$ cat src/rtl/shift_pkg.sv
// Shared types for the iterative shift unit: shift mode encoding and controller states.
package shift_pkg;

  typedef enum logic [1:0] {
    SM_ASR = 2'b00,
    SM_LSR = 2'b01,
    SM_LSL = 2'b10,
    SM_ROR = 2'b11
  } shift_mode_t;

  typedef enum logic [1:0] {
    ST_IDLE  = 2'b00,
    ST_SHIFT = 2'b01,
    ST_DONE  = 2'b10
  } shift_state_t;

endpackage

$ cat src/rtl/shift_step.sv
// Single-position shifter: combinational, one bit per call, in any of the four shift modes.
module shift_step
  import shift_pkg::*;
#(
  parameter int WIDTH = 16
) (
  input  logic [WIDTH-1:0] operand,
  input  shift_mode_t      mode,
  output logic [WIDTH-1:0] result
);

  logic signed [WIDTH-1:0] operand_s;

  assign operand_s = operand;

  always_comb begin
    result = operand;
    case (mode)
      SM_ASR:  result = operand_s >>> 1;
      SM_LSR:  result = {1'b0, operand[WIDTH-1:1]};
      SM_LSL:  result = {operand[WIDTH-2:0], 1'b0};
      SM_ROR:  result = {operand[0], operand[WIDTH-1:1]};
      default: result = operand;
    endcase
  end

endmodule

$ cat src/rtl/iterative_shifter.sv
// Multi-cycle shifter: loads an operand, then shifts one position per clock for the requested amount.
module iterative_shifter
  import shift_pkg::*;
#(
  parameter int WIDTH = 16,
  parameter int AMT_W = $clog2(WIDTH) + 1
) (
  input  logic             clk,
  input  logic             rst_n,
  input  logic             start,
  input  logic [WIDTH-1:0] in,
  input  logic [AMT_W-1:0] amount,
  input  logic [1:0]       mode,
  output logic [WIDTH-1:0] out,
  output logic             busy,
  output logic             done
);

  shift_state_t     state, state_nxt;
  shift_mode_t      mode_q;
  logic [AMT_W-1:0] count;
  logic [WIDTH-1:0] stepped;
  logic             load, step_en;

  shift_step #(.WIDTH(WIDTH)) u_step (
    .operand (out),
    .mode    (mode_q),
    .result  (stepped)
  );

  // A new request is only accepted outside SHIFT; DONE accepts so results can stream back-to-back.
  always_comb begin
    state_nxt = state;
    load      = 1'b0;
    step_en   = 1'b0;
    case (state)
      ST_IDLE, ST_DONE: begin
        if (start) begin
          load      = 1'b1;
          state_nxt = (amount != '0) ? ST_SHIFT : ST_DONE;
        end else if (state == ST_DONE) begin
          state_nxt = ST_IDLE;
        end
      end
      ST_SHIFT: begin
        step_en = 1'b1;
        if (count == AMT_W'(1)) state_nxt = ST_DONE;
      end
      default: state_nxt = ST_IDLE;
    endcase
  end

  assign busy = (state == ST_SHIFT);
  assign done = (state == ST_DONE);

  always_ff @(posedge clk or negedge rst_n) begin
    if (!rst_n) begin
      state  <= ST_IDLE;
      out    <= '0;
      count  <= '0;
      mode_q <= SM_ASR;
    end else begin
      state <= state_nxt;
      if (load) begin
        out    <= in;
        count  <= amount;
        mode_q <= shift_mode_t'(mode);
      end else if (step_en) begin
        out   <= stepped;
        count <= count - AMT_W'(1);
      end
    end
  end

endmodule

$ cat config.mk
export PLATFORM = sky130hd
export DESIGN_NAME = iterative_shifter
export DESIGN_NICKNAME = d
export VERILOG_FILES = /design/src/rtl/shift_pkg.sv /design/src/rtl/shift_step.sv /design/src/rtl/iterative_shifter.sv
export SDC_FILE = /design/constraint.sdc
export NUM_CORES = 1
export LEC_CHECK = 0
export BUFFER_PORTS_ARGS = -buffer_cell sky130_fd_sc_hd__buf_2
export CAP_MARGIN = 20
export CELL_PAD_IN_SITES_DETAIL_PLACEMENT = 0
export CELL_PAD_IN_SITES_GLOBAL_PLACEMENT = 1
export CORE_ASPECT_RATIO = 1.2
export CORE_UTILIZATION = 42
export DETAILED_ROUTE_END_ITERATION = 10
export PLACE_DENSITY = 0.92
export SLEW_MARGIN = 10
export SYNTH_ARGS = -nofsm -noshare
export SYNTH_HDL_FRONTEND = slang
export SYNTH_SLANG_ARGS = --single-unit
export TNS_END_PERCENT = 100
$ cat constraint.sdc
create_clock -name clk -period 2.1 [get_ports clk]
set_clock_uncertainty 0.15 [all_clocks]
set_input_delay 0.105 -clock clk [delete_from_list [all_inputs] [get_ports clk]]
set_output_delay 0.105 -clock clk [all_outputs]
set_load 0.02 [all_outputs]
Yosys cells after proc, flatten, opt, wreduce, memory -nomap -nowiden

Cells that the tools add are included.

Register bits after elaboration: 25
Bits of input ports: 26
Logic and storage cells: 35

Add/subtract/negate cells: 1
Equality and inequality tests: 9
Multiplexer cells: 13
Reduce and logical (&&, ||, !) cells: 7

Operator list:

| kind                  | count |
|---|---|
| $pmux W16 S4          | 1 |
| $mux W16              | 2 |
| $mux W5               | 2 |
| $mux W2               | 4 |
| $eq A2 B2 Y1 const B  | 3 |
| $eq A5 B1 Y1 const B  | 1 |
| $reduce_bool A5 Y1    | 1 |
| $sub A5 B1 Y5 const B | 1 |
| $eq A2 B1 Y1 const B  | 2 |
| $logic_not A2 Y1      | 2 |
| $pmux W2 S2           | 1 |
| $reduce_and A2 Y1     | 2 |
| $mux W1               | 3 |
| $ne A3 B3 Y1 const B  | 1 |
| $ne A2 B1 Y1 const B  | 1 |
| $ne A2 B2 Y1 const B  | 1 |
| $reduce_bool A2 Y1    | 1 |
| $reduce_or A2 Y1      | 1 |

Logic depth before layout (Yosys ltp)

Depth in word-level cells: 5
Mapped depth: 6

Cells and area by module

Synthesis repeated with hierarchy kept, for this count alone.

Cells, all modules: 140
Area, all modules: 1,420.1 µm²

Modules (own cells, without submodules):

| module            | times used | cells each | area an instance (µm²) |
|---|---|---|---|
| iterative_shifter | 1          | 119        | 1,157.4 |
| shift_step        | 1          | 21         | 262.8 |

Least setup slack after synthesis

No wires, ideal clock.

Kind: reg2reg
Start point: register mode_q[1]
End point: register out[0]
Data arrival time: 1.136 ns
Path slack: 0.732 ns
Stages on the path, launching flop included: 5
Path buffers: 1
Clock period less this slack: 1.368 ns
Path through: dfrtp_1 > nor2b_2 > buf_6 > or3b_1 > a31oi_1

Word-level cells in the longest chain between the ends: 4
Elaborated cells on any way between the ends: 7
Classes of those cells: eq/ne (3); mux (3); reduce/logical (1)

RTL lines:

| element                                    | RTL line                | source |
|---|---|---|
| from (decl)                                | iterative_shifter.sv:20 | `shift_mode_t mode_q;` |
| from (signal assigned)                     | iterative_shifter.sv:67 | `mode_q <= shift_mode_t'(mode);` |
| $eq A2 B2 Y1, or another cell as far along | shift_step.sv:18        | `case (mode)` |
| $pmux W16 S4 *                             | shift_step.sv:18        |  |
| $mux W16 *                                 | iterative_shifter.sv:68 | `end else if (step_en) begin` |
| $mux W16 *                                 | iterative_shifter.sv:64 | `if (load) begin` |
| to (signal assigned)                       | iterative_shifter.sv:65 | `out <= in;` |
| to (signal assigned)                       | iterative_shifter.sv:69 | `out <= stepped;` |
| to (decl)                                  | iterative_shifter.sv:14 | `output logic [WIDTH-1:0] out,` |

Every way passes the cells marked *; elsewhere a longest branch is shown, timed or not. The select of a mux whose other input is x is not followed.
A chain may end at the register's enable or synchronous reset.

Worst setup path after layout

Start point: register state[0]
End point: output busy

Word-level cells in the longest chain between the ends: 1

RTL lines:

| element                | RTL line                | source |
|---|---|---|
| from (decl)            | iterative_shifter.sv:19 | `shift_state_t state, state_nxt;` |
| from (signal assigned) | iterative_shifter.sv:63 | `state <= state_nxt;` |
| $eq A2 B1 Y1           | iterative_shifter.sv:53 | `assign busy = (state == ST_SHIFT);` |
| to (decl)              | iterative_shifter.sv:15 | `output logic busy,` |

Every way passes these cells.

==> qor.txt <==
worst hold path class: input port to register
Max rail drop VDD: 0.656 mV
worst flop-to-flop path startpoint: state[0]
# diodes: 0
# clock sinks: 25
synth warn: 0
CP Depth: 3
Tmin final: 1730 ps
Net count, final: 227
clk buf depth: 2
fmax: 0.579 GHz
RR Endpoint: out[13]
post-synthesis compound-gate area fraction: 14.5%
Synth Area in Simple Gates: 15.2%
H-tree depth: 1
initial antenna violation count: 0
Die H: 68.0 µm
# port buffers: 43
Area growth, synth to finish: 23.9%
Synth Area in Adders: 1.64%
Largest delay share family, worst path: flip-flops
top-area cell type share of the netlist area: 41.0%
mux contribution to synthesized area: 19.9%
CTS Root Cell: clkbuf_8
Die W: 57.0 µm
cell taking the most area after synthesis: dfrtp_1
Mapped Avg Cell Area: 10.3 µm²
Synthesized Nets: 176
Logic pwr share: 49.5%
Slew Viols, Final: 0
Vias: 1334
CP max FO: 10
CTS tree: yes
failing checks: design-rule violations
Seq pwr share: 38.9%
DPL Wire Length: 2.60 mm
EDFF count, synth: 0
post-route design area: 1890 µm²
Rel. slew slack: 51.4%
asr flop ratio synth: 100%
Placed Cells incl. Taps: 221
first-pass GRT wire length: 6.12 mm
count leader, synth: mux2i_1
PwrDens: 1340 nW/µm²
Worst Setup EP: busy
status: finished, violations left
Worst EP arrival: 1470 ps
Slowest cell on crit path: dfrtp_1
Sw Ratio: 43.6%
final hold violations: 0
placement row count: 23
CP max stage delay: 550 ps
Synth Area in XOR/XNOR: 1.72%
Ports: 44
Final Cycle Share: 82.2%
core area: 3400 µm²
placed instance area: 1740 µm²
Clk pwr share: 11.6%
vias in the first global route: 1323
GRT Total Usage: 20.6%
Buf+Inv Stages, Crit Path: 2
total grt overflow: 0
Initial Util: 44.9%
Yosys cell types: 31
drt first pass iters: 7
R2R cell count: 3
most frequent cells after synthesis: mux2i_1, dfrtp_1, nand2_1
placer congestion estimate: 0.785
vias per cell: 5.68
Top FF cell, synth: dfrtp_1
Lkg Pwr: 0.871 nW
Worst Tran Pin Value: 729 ps
CTS buffer count: 3
Internal: 1.43 mW
RSZ-0062 raised after global routing: false
number of max-cap violations: 0
largest net degree at the start of global routing: 26
CP Capture Type: output port
CTS clk-pin slew, worst paths: 90 ps
switching power: 1.10 mW
CP startpoint kind: register
critical path, cell by cell: nand2b_1 -> inv_1 -> buf_2
Seq/Total Area, Yosys: 41.0%
Mapped Area: 1530 µm²
# DRC: 4
r2r setup slk: 410 ps
WL final: 3.70 mm
setup TNS: 0 ps
Routed Antenna Nets: 0
largest family of logic cells by synthesized area: multiplexers
Critical Path Source: state[0]
WS Path Type: register to output port
worst skew pair latency: 270 ps
Post-Synthesis Cells: 148
# setup viols final: 0
Iter 0 DRT Violations: 67
synth top area cells: dfrtp_1, mux2i_1, o221ai_1, nand2_1, nor2b_1
die area: 3880 µm²
FF+latch count, synth: 25
Non-Filler Instances: 235
share of layout cells above drive strength 1: 28.8%
critical path data required time: 1850 ps
routed len/inst: 15.7 µm
worst min path at each step:
stage / end / depth (start not counted) / slack [ps] / from
after floorplan: count[0] / 0 / -340 / rst_n
after global placement: count[2] / 1 / -20 / rst_n
after detailed placement: count[3] / 1 / -10 / rst_n
after CTS: out[5] / 3 / 2 / in[5]
after global routing: out[9] / 3 / 20 / in[9]
final: out[3] / 3 / 2 / in[3]
registers in the layout, indices dropped and copies added, names as in the netlist:
signal	flops
out	16
count	5
mode_q	2
state	2
cells in the final DEF, fill, tap and decap left out:
| cell | count |
|---|---|
| clkinv_2 | 1 |
| buf_2 | 43 |
| ha_1 | 2 |
| nor4_1 | 1 |
| nor4_2 | 1 |
| a211oi_1 | 5 |
| o211ai_1 | 1 |
| buf_4 | 5 |
| a31oi_1 | 2 |
| dlygate4sd3_1 | 10 |
| a21oi_1 | 4 |
| or3b_1 | 1 |
| or4_1 | 1 |
| xnor2_1 | 3 |
| o221ai_1 | 14 |
| nor2b_2 | 1 |
| nand2b_1 | 2 |
| nor2_1 | 2 |
| and2_0 | 1 |
| nand3_1 | 2 |
| inv_1 | 3 |
| dfrtp_1 | 25 |
| mux2i_1 | 28 |
| nand2_1 | 23 |
| mux2_2 | 2 |
| nor4b_2 | 1 |
| nor2b_1 | 8 |
| a22o_1 | 1 |
| o22ai_1 | 2 |
| clkbuf_8 | 3 |
final cells by class:
| cell class | count | area, µm² |
|---|---|---|
| clock buffer | 3 | 41.3 |
| tap | 37 | 46.3 |
| clock inverter | 1 | 5.00 |
| inverter | 3 | 11.3 |
| timing repair buffer | 58 | 353 |
| sequential | 25 | 626 |
| multi-input combinational | 108 | 807 |
| fill | 302 | 1510 |
power by group through the flow:
stage	clock, mW	combinational [mW]	sequential [mW]
5_1_grt	0.318	1.37	1.02
2_1_floorplan	0	0.819	1.07
4_1_cts	0.299	1.26	0.985
3_3_place_gp	0	1.21	0.978
6_report	0.293	1.25	0.985
3_5_place_dp	0	1.24	0.995
worst register-to-register path, stage by stage, from the launching register on:
cell and delay, ps:
dfrtp_1 550, and2_0 650, nand2_1 150, o221ai_1 110
metrics by stage:
step                      hold slack (ps)  total power, mW  worst slack, ps  utilization [%]
after floorplan                      -341             1.89              732                -
after global placement              -19.6             2.19              499             51.3
after global routing                 19.0             2.72              229             55.6
after CTS                            2.45             2.55              373             55.6
final                                1.89             2.53              374             55.6
after detailed placement            -11.4             2.24              414             51.3
logic make-up (layout without fill, tap and decap cells):
kind of cell	Yosys count	after routing
fa+ha+maj	2	2
xor+xnor	3	3
compound gates	29	29
simple gates	44	44
buf+inv	15	65
flops	25	25
mux	30	30
per-layer routing:
| layer | wire length (µm) | track usage, % |
|---|---|---|
| met2 | 1780 | 35.3 |
| met3 | 154 | 2.84 |
| met4 | 51 | 7.32 |
| met5 | 0 | 0 |
| met1 | 1710 | 26.8 |
timing repair:
| item | in CTS | in global routing |
|---|---|---|
| hold buffers | 10 | 0 |
| buffers inserted | 0 | 0 |
| gates resized for setup | 0 | 0 |
| hold endpoints to repair | 34 | 0 |
Note: power is estimated with default switching activity, not from simulation.
